**src/rtl/dmem_arbiter.sv**
```systemverilog
// Two-port data-memory arbiter: CPU (port 0) vs loader/debug (port 1).
// Optional perf counters under `DMEM_ARB_PERF_EN.
module dmem_arbiter #(
  parameter int unsigned AW       = 32,
  parameter int unsigned DW       = 32,
  parameter int unsigned MAX_HOLD = 4
) (
  input  logic          clk,
  input  logic          rst,
  input  logic          m0_req,
  input  logic          m0_we,
  input  logic [2:0]    m0_mode,
  input  logic [AW-1:0] m0_addr,
  input  logic [DW-1:0] m0_wdata,
  output logic          m0_ready,
  output logic [DW-1:0] m0_rdata,
  input  logic          m1_req,
  input  logic          m1_we,
  input  logic [2:0]    m1_mode,
  input  logic [AW-1:0] m1_addr,
  input  logic [DW-1:0] m1_wdata,
  input  logic          m1_lock,
  output logic          m1_ready,
  output logic [DW-1:0] m1_rdata,
  output logic          mem_we,
  output logic [2:0]    mem_mode,
  output logic [AW-1:0] mem_addr,
  output logic [DW-1:0] mem_wdata,
  input  logic [DW-1:0] mem_rdata,
  output logic          cpu_stall,
  output logic [1:0]    owner
`ifdef DMEM_ARB_PERF_EN
  ,
  output logic [31:0]   perf_stall0,
  output logic [31:0]   perf_xfer1
`endif
);

  localparam logic [1:0] IDLE = 2'b00;
  localparam logic [1:0] OWN0 = 2'b01;
  localparam logic [1:0] OWN1 = 2'b10;

  localparam logic [7:0] HOLD_LAST = 8'(MAX_HOLD - 1);

  logic [1:0] owner_q, owner_d;
  logic [7:0] hold_q, hold_d;
  logic       last_q, last_d;

  assign m0_ready  = (owner_q == OWN0) & m0_req;
  assign m1_ready  = (owner_q == OWN1) & m1_req;
  assign cpu_stall = m0_req & ~m0_ready;
  assign owner     = owner_q;
  assign m0_rdata  = mem_rdata;
  assign m1_rdata  = mem_rdata;

  always_comb begin
    mem_we    = 1'b0;
    mem_mode  = '0;
    mem_addr  = '0;
    mem_wdata = '0;
    unique case (1'b1)
      m0_ready: begin
        mem_we    = m0_we;
        mem_mode  = m0_mode;
        mem_addr  = m0_addr;
        mem_wdata = m0_wdata;
      end
      m1_ready: begin
        mem_we    = m1_we;
        mem_mode  = m1_mode;
        mem_addr  = m1_addr;
        mem_wdata = m1_wdata;
      end
      default: ;
    endcase
  end

  always_comb begin
    owner_d = owner_q;
    hold_d  = hold_q;
    last_d  = last_q;
    case (owner_q)
      IDLE: begin
        if (m0_req && m1_req)
          owner_d = last_q ? OWN0 : OWN1;
        else if (m0_req)
          owner_d = OWN0;
        else if (m1_req)
          owner_d = OWN1;
      end
      OWN0: begin
        if (!m0_req)
          owner_d = m1_req ? OWN1 : IDLE;
        else if (m1_req && hold_q == HOLD_LAST)
          owner_d = OWN1;
        else if (hold_q != HOLD_LAST)
          // saturates so a late port-1 request still sees the limit
          hold_d = hold_q + 8'd1;
      end
      OWN1: begin
        if (!m1_req && !m1_lock)
          owner_d = m0_req ? OWN0 : IDLE;
      end
      default: owner_d = IDLE;
    endcase
    if (owner_d != owner_q) begin
      hold_d = '0;
      if (owner_q == OWN0)
        last_d = 1'b0;
      else if (owner_q == OWN1)
        last_d = 1'b1;
    end
  end

  always_ff @(posedge clk or negedge rst) begin
    if (!rst) begin
      owner_q <= IDLE;
      hold_q  <= '0;
      last_q  <= 1'b1;
    end else begin
      owner_q <= owner_d;
      hold_q  <= hold_d;
      last_q  <= last_d;
    end
  end

`ifdef DMEM_ARB_PERF_EN
  logic [31:0] stall0_q, xfer1_q;

  always_ff @(posedge clk or negedge rst) begin
    if (!rst) begin
      stall0_q <= '0;
      xfer1_q  <= '0;
    end else begin
      if (cpu_stall && stall0_q != '1)
        stall0_q <= stall0_q + 32'd1;
      if (m1_ready && xfer1_q != '1)
        xfer1_q <= xfer1_q + 32'd1;
    end
  end

  assign perf_stall0 = stall0_q;
  assign perf_xfer1  = xfer1_q;
`endif

endmodule

```
**config.mk**
```make
export PLATFORM = sky130hd
export DESIGN_NAME = dmem_arbiter
export DESIGN_NICKNAME = d
export VERILOG_FILES = /design/src/rtl/dmem_arbiter.sv
export SDC_FILE = /design/constraint.sdc
export NUM_CORES = 1
export LEC_CHECK = 0
export BUFFER_PORTS_ARGS = -buffer_cell sky130_fd_sc_hd__clkbuf_2
export CAP_MARGIN = 40
export CORE_AREA = 2 2 119 121
export CTS_BUF_LIST = sky130_fd_sc_hd__clkbuf_4 sky130_fd_sc_hd__clkbuf_8
export CTS_CLUSTER_DIAMETER = 60
export CTS_CLUSTER_SIZE = 8
export DETAILED_ROUTE_END_ITERATION = 10
export DIE_AREA = 0 0 121 123
export GPL_TIMING_DRIVEN = 1
export RECOVER_POWER = 100
export SYNTH_ARGS = -nofsm -noshare
export SYNTH_HDL_FRONTEND = slang
export SYNTH_SLANG_ARGS = --single-unit
```
**constraint.sdc**
```tcl
create_clock -name clk -period 5.16 [get_ports clk]
set_input_delay 1.032 -clock clk [delete_from_list [all_inputs] [get_ports clk]]
set_output_delay 1.032 -clock clk [all_outputs]
set_load 0.02 [all_outputs]
```
==> results of run 1 <==
==> power by group through the flow <==
stage,sequential [mW],clock (mW),combinational [mW]
floorplan,0.122,0,0.615
global placement,0.131,0,0.800
detailed placement,0.131,0,0.804
CTS,0.130,0.0948,0.805
global route,0.134,0.0999,0.807
finish,0.130,0.0935,0.741
==> cells in the mapped netlist <==
master and n:
nor3_1 1, or3_1 3, nand3_1 2, o21ai_1 1, a21o_1 1, clkbuf_1 17, a21oi_1 2, buf_4 65
o311ai_1 1, mux2_1 1, a41oi_1 1, nor4_4 1, o21ai_0 2, inv_1 4, nor4b_1 1, buf_1 1
nand2_1 9, dfstp_2 1, ha_1 5, nand4_1 3, dfrtp_1 10, o31ai_1 2, nand3b_1 1, a22o_1 68
xor2_1 4, o311a_4 1, a211oi_4 1, a311oi_1 2, a2111oi_2 1, nor2_1 16, buf_2 1, o211ai_1 4
o21ba_1 1, mux2i_1 2, nor2b_1 1, xnor2_1 2, and2_1 2
==> worst max-delay path, cell delays in order <==
cell and delay, ns:
clkbuf_1 0.26, and2_2 0.62, clkbuf_2 0.69, a22o_1 0.31, clkbuf_1 0.27
==> logic make-up (layout without fill, tap and decap cells) <==
group           after synthesis  count (layout)
compound gates               88              88
buf+inv                      88             223
simple gates                 40              40
flops                        11              11
xor+xnor                      6               6
fa+ha+maj                     5               5
mux                           3               3
==> stage by stage <==
stage	total power [mW]	instances	worst slack (ns)
after floorplan	0.738	241	1.83
after global placement	0.931	552	1.36
after detailed placement	0.935	552	1.36
after CTS	1.03	556	1.36
after global routing	1.04	556	0.701
final	0.965	556	0.927
==> path summary, 6_finish.rpt <==
kind / slack [ns] / endpoint / cells past startpoint / startpoint
min in group asynchronous: 0.78 / hold_q[1]$_DFFE_PN0P_ / 1 / rst
worst min register to register: 0.59 / hold_q[1]$_DFFE_PN0P_ / 2 / hold_q[1]$_DFFE_PN0P_
max in group asynchronous: 3.98 / owner[1]$_DFF_PN0_ / 1 / rst
worst max register to register: 2.27 / hold_q[1]$_DFFE_PN0P_ / 8 / owner[0]$_DFF_PN0_
worst min-delay path: 0.59 / hold_q[1]$_DFFE_PN0P_ / 2 / hold_q[1]$_DFFE_PN0P_
worst max-delay path: 0.93 / mem_addr[31] / 5 / m1_req
==> sequential cells by signal (all words and copies together) (netlist names) <==
register / cells
last_q: 1
hold_q: 8
owner: 2
==> routing by layer <==
| metal | vias to the layer above | share of wire (%) |
|---|---|---|
| met4 | 6 | 1.2 |
| met3 | 17 | 12 |
| met2 | 151 | 45 |
| li1 | 1103 | - |
| met5 | - | 0.49 |
| met1 | 1063 | 42 |
==> area by class of cell <==
| cell class | count | area, sq um |
|---|---|---|
| fillers | 1612 | 11000 |
| multi-input cells | 142 | 1110 |
| repair buffers | 215 | 988 |
| flip-flops and latches | 11 | 277 |
| well taps | 180 | 225 |
| clock buffers | 4 | 48.8 |
| inverters | 4 | 15.0 |
==> metrics.csv, run 1 <==
metric,value,unit
H-tree depth,1,
clock root cell,clkbuf_8,
post-synthesis xor/xnor area fraction,2.66,%
leak pwr,1.28,nW
hold slack,0.592,ns
main combinational cell family by area after synthesis,compound AO/OA/AOI/OAI gates,
Synth Area in Compound Gates,39.2,%
mux share of post-synthesis cell area,1.58,%
final setup fails,0,
period utilization,82.0,%
vias per inst,4.21,
CP max FO,39,
Synth Area in Adders,3.17,%
Routed WL per cell,17.2,um
post-cts resize count,0,
pin count of the biggest net entering global routing,40,
Post-Synth Simple-Gate Area,10.3,%
met2 Resource Use GR,16.5,%
Overflow after GRT,0,
synthesized area,1980,sq um
Placer Congestion,0.761,
MaxCap Viol Count,0,
I/O Buffers,213,
Worst Hold Class,register to register,
Syn Nets,419,
highest-count cells in the layout ignoring fill and taps,"clkbuf_2, clkbuf_1, a22o_1",
area delta synth->final,34.7,%
first-pass GRT wire length,12800,um
share of the synthesized area in the top cell type,30.1,%
Clock Latency Late Sink,0.24,ns
CTS Hold Bufs,0,
maximum buffer depth of the clock tree,2,
Sw Share,56.1,%
GR Layer Usage met1,15.4,%
Synth Warn #,0,
gr busiest metal,met2,
Worst VDD drop,0.000115,V
setup_tns,0,ns
post-place instance area,2720,sq um
final hold violations,0,
vias in the first global route,2066,
die area,14900,sq um
CTS tree,done,
crit path time final,4.23,ns
Comb pwr share,76.8,%
first-pass iteration count of the detailed router,4,
post-synth cell types,37,
GR Util met3,5.35,%
Critical Path End Type,output pin,
DIE WIDTH,121,um
synth top area cells,"a22o_1, buf_4, dfrtp_1",
chip height,123,um
CTS Sinks,11,
Cells after Synth,241,
row cnt,43,
Post-Route WL,9590,um
worst clock skew,0.00163,ns
layout cells sized above 1,40.4,%
Worst Max-Slew Pin Slew,1.00,ns
Final Util,19.6,%
required time worst endpoint,4.13,ns
antenna violations before repair,3,
switching power,0.542,mW
Yosys reg bits,11,
starting DRC count in detailed routing,128,
Initial Util,14.5,%
clock share of power,9.7,%
number of diodes,0,
unrepaired setup endpoints after global routing,no,
Post-DRT Antenna Nets,0,
internal power,0.423,mW
Via Count,2340,
"Slew Viols, Final",0,
WP data arrival,3.20,ns
fin area,2660,sq um
# DRC,0,
"Clk pin slew, worst setup/hold paths",0.05,ns
Cell Pwr Density,363,nW/um^2
status,completed,
f_max,236,MHz
Setup Buffers After CTS,0,
CTS Buf Count,3,
Core Footprint,13600,sq um
io pins,310,
Max-slew headroom,32.6,%
Nets,555,
cell taking the most area after synthesis,a22o_1,
Seq pwr share,13.5,%
post-DP HPWL,8390,um
Startpoint Class,input port,
Tot GR Track Use,11.5,%
critical path type,input port to output pin,
"most common cell after layout, fill and taps aside",clkbuf_2,
Synth Area per Inst,8.20,sq um
register area share after synthesis,14.0,%
(Power assumes the default switching activity.)
==> run 2: changes to the inputs <==
clock period = 4.2 ns   (was 5.16 ns; I/O delays follow)
==> run 2 against run 1 <==
Final cell count up 0.36%. Worst hold slack worse by 0.0032 ns. Clock power up 19%. First-iteration DRC count down 30%. Register-to-register slack worse by 0.90 ns. Critical path depth up 2. Largest power group unchanged.
==> metrics.csv, run 2 (synthesis results as in run 1) <==
metric,value,unit
Comb pwr share,77.0,%
MaxCap Viol Count,0,
maximum buffer depth of the clock tree,2,
status,completed,
Crit Reg-Reg Startpoint,owner[0]$_DFF_PN0_,
starting DRC count in detailed routing,90,
row cnt,43,
CTS Hold Bufs,0,
vias per inst,4.21,
Sw Share,56.1,%
required time worst endpoint,3.36,ns
Initial Util,14.5,%
internal power,0.520,mW
# DRC,0,
Post-Route WL,9750,um
Place WS,1.01,ns
Worst Hold Class,input port to async pin,
CTS tree,done,
unrepaired setup endpoints after global routing,no,
setup_tns,0,ns
first-pass iteration count of the detailed router,4,
Top reg by flops,hold_q,
Seq pwr share,13.6,%
R2R depth,8,
critical path type,register to output pin,
Via Count,2351,
"Clk pin slew, worst setup/hold paths",0.05,ns
first-pass GRT wire length,13300,um
Setup Buffers After CTS,0,
I/O Buffers,213,
Placer Congestion,0.763,
die area,14900,sq um
setup slack after layout,0.726,ns
post-DP HPWL,8520,um
worst clock skew,0.00112,ns
crit path to,mem_addr[31],
vias in the first global route,2198,
CTS Buf Count,3,
Startpoint Class,register,
crit path time final,3.47,ns
Max-slew headroom,41.2,%
highest-count cells in the layout ignoring fill and taps,"clkbuf_2, clkbuf_1, a22o_1",
leak pwr,1.29,nW
clock root cell,clkbuf_8,
Overflow after GRT,0,
FF-to-FF End,hold_q[0]$_DFFE_PN0P_,
Core Footprint,13600,sq um
Cell Pwr Density,444,nW/um^2
layout cells sized above 1,40.8,%
period utilization,82.7,%
post-cts resize count,0,
flop2flop setup slack,1.37,ns
switching power,0.665,mW
"Slew Viols, Final",0,
Tot GR Track Use,12.0,%
H-tree depth,1,
"most common cell after layout, fill and taps aside",clkbuf_2,
pin count of the biggest net entering global routing,70,
CP Launch Point,owner[1]$_DFF_PN0_,
DIE WIDTH,121,um
Nets,556,
Clock Latency Late Sink,0.24,ns
Routed WL per cell,17.5,um
antenna violations before repair,4,
clock share of power,9.4,%
Critical Path End Type,output pin,
WP data arrival,2.63,ns
Worst Max-Slew Pin Slew,0.877,ns
CP max FO,39,
max reg flops,8,
chip height,123,um
area delta synth->final,35.1,%
f_max,288,MHz
CTS Sinks,11,
io pins,310,
Worst VDD drop,0.000138,V
Post-DRT Antenna Nets,0,
final hold violations,0,
Final Util,19.6,%
final setup fails,0,
## run 2: per-layer routing
layer,vias up,routed length [um],GRT usage (%)
li1,1107,-,-
met5,-,52,0
met2,149,4310,17.2
met4,8,117,3.63
met1,1068,4110,16.0
met3,19,1150,5.40
## run 2: layout make-up
class / count / area (sq um)
tap: 180 / 225
clock buffer: 4 / 48.8
timing repair buffer: 216 / 1000
multi-input combinational: 142 / 1100
inverter: 4 / 15.0
sequential: 11 / 277
fill: 1605 / 10900
antenna: 1 / 2.50
## run 2: worst min path at each step
stage                          startpoint               endpoint  slack [ns]
floorplan           hold_q[1]$_DFFE_PN0P_  hold_q[1]$_DFFE_PN0P_        0.53
global route                          rst  hold_q[0]$_DFFE_PN0P_        0.64
detailed placement  hold_q[1]$_DFFE_PN0P_  hold_q[1]$_DFFE_PN0P_        0.59
finish                                rst  hold_q[0]$_DFFE_PN0P_        0.59
global placement    hold_q[1]$_DFFE_PN0P_  hold_q[1]$_DFFE_PN0P_        0.57
CTS                                   rst  hold_q[1]$_DFFE_PN0P_        0.48
## run 2: critical path: stages, from the launching register on
cell,delay (ns)
dfrtp_1,0.51
inv_1,0.19
ha_1,0.23
and2_2,0.17
buf_4,0.32
buf_4,0.43
a22o_1,0.26
clkbuf_1,0.27
## run 2: power groups by stage
stage	Sequential, mW	Combinational, mW	Clock [mW]
after global routing	0.166	0.993	0.120
after global placement	0.161	0.980	0
after floorplan	0.150	0.756	0
after CTS	0.161	0.987	0.116
after detailed placement	0.163	0.986	0
final	0.161	0.912	0.111
## run 2: stage by stage
| step | hold WS, ns | area [sq um] | total power [mW] | cells |
|---|---|---|---|---|
| detailed placement | 0.591 | 2730 | 1.15 | 553 |
| finish | 0.589 | 2670 | 1.18 | 558 |
| floorplan | 0.535 | 1980 | 0.906 | 241 |
| global placement | 0.569 | 2730 | 1.14 | 553 |
| global route | 0.636 | 2670 | 1.28 | 557 |
| CTS | 0.482 | 2780 | 1.26 | 557 |
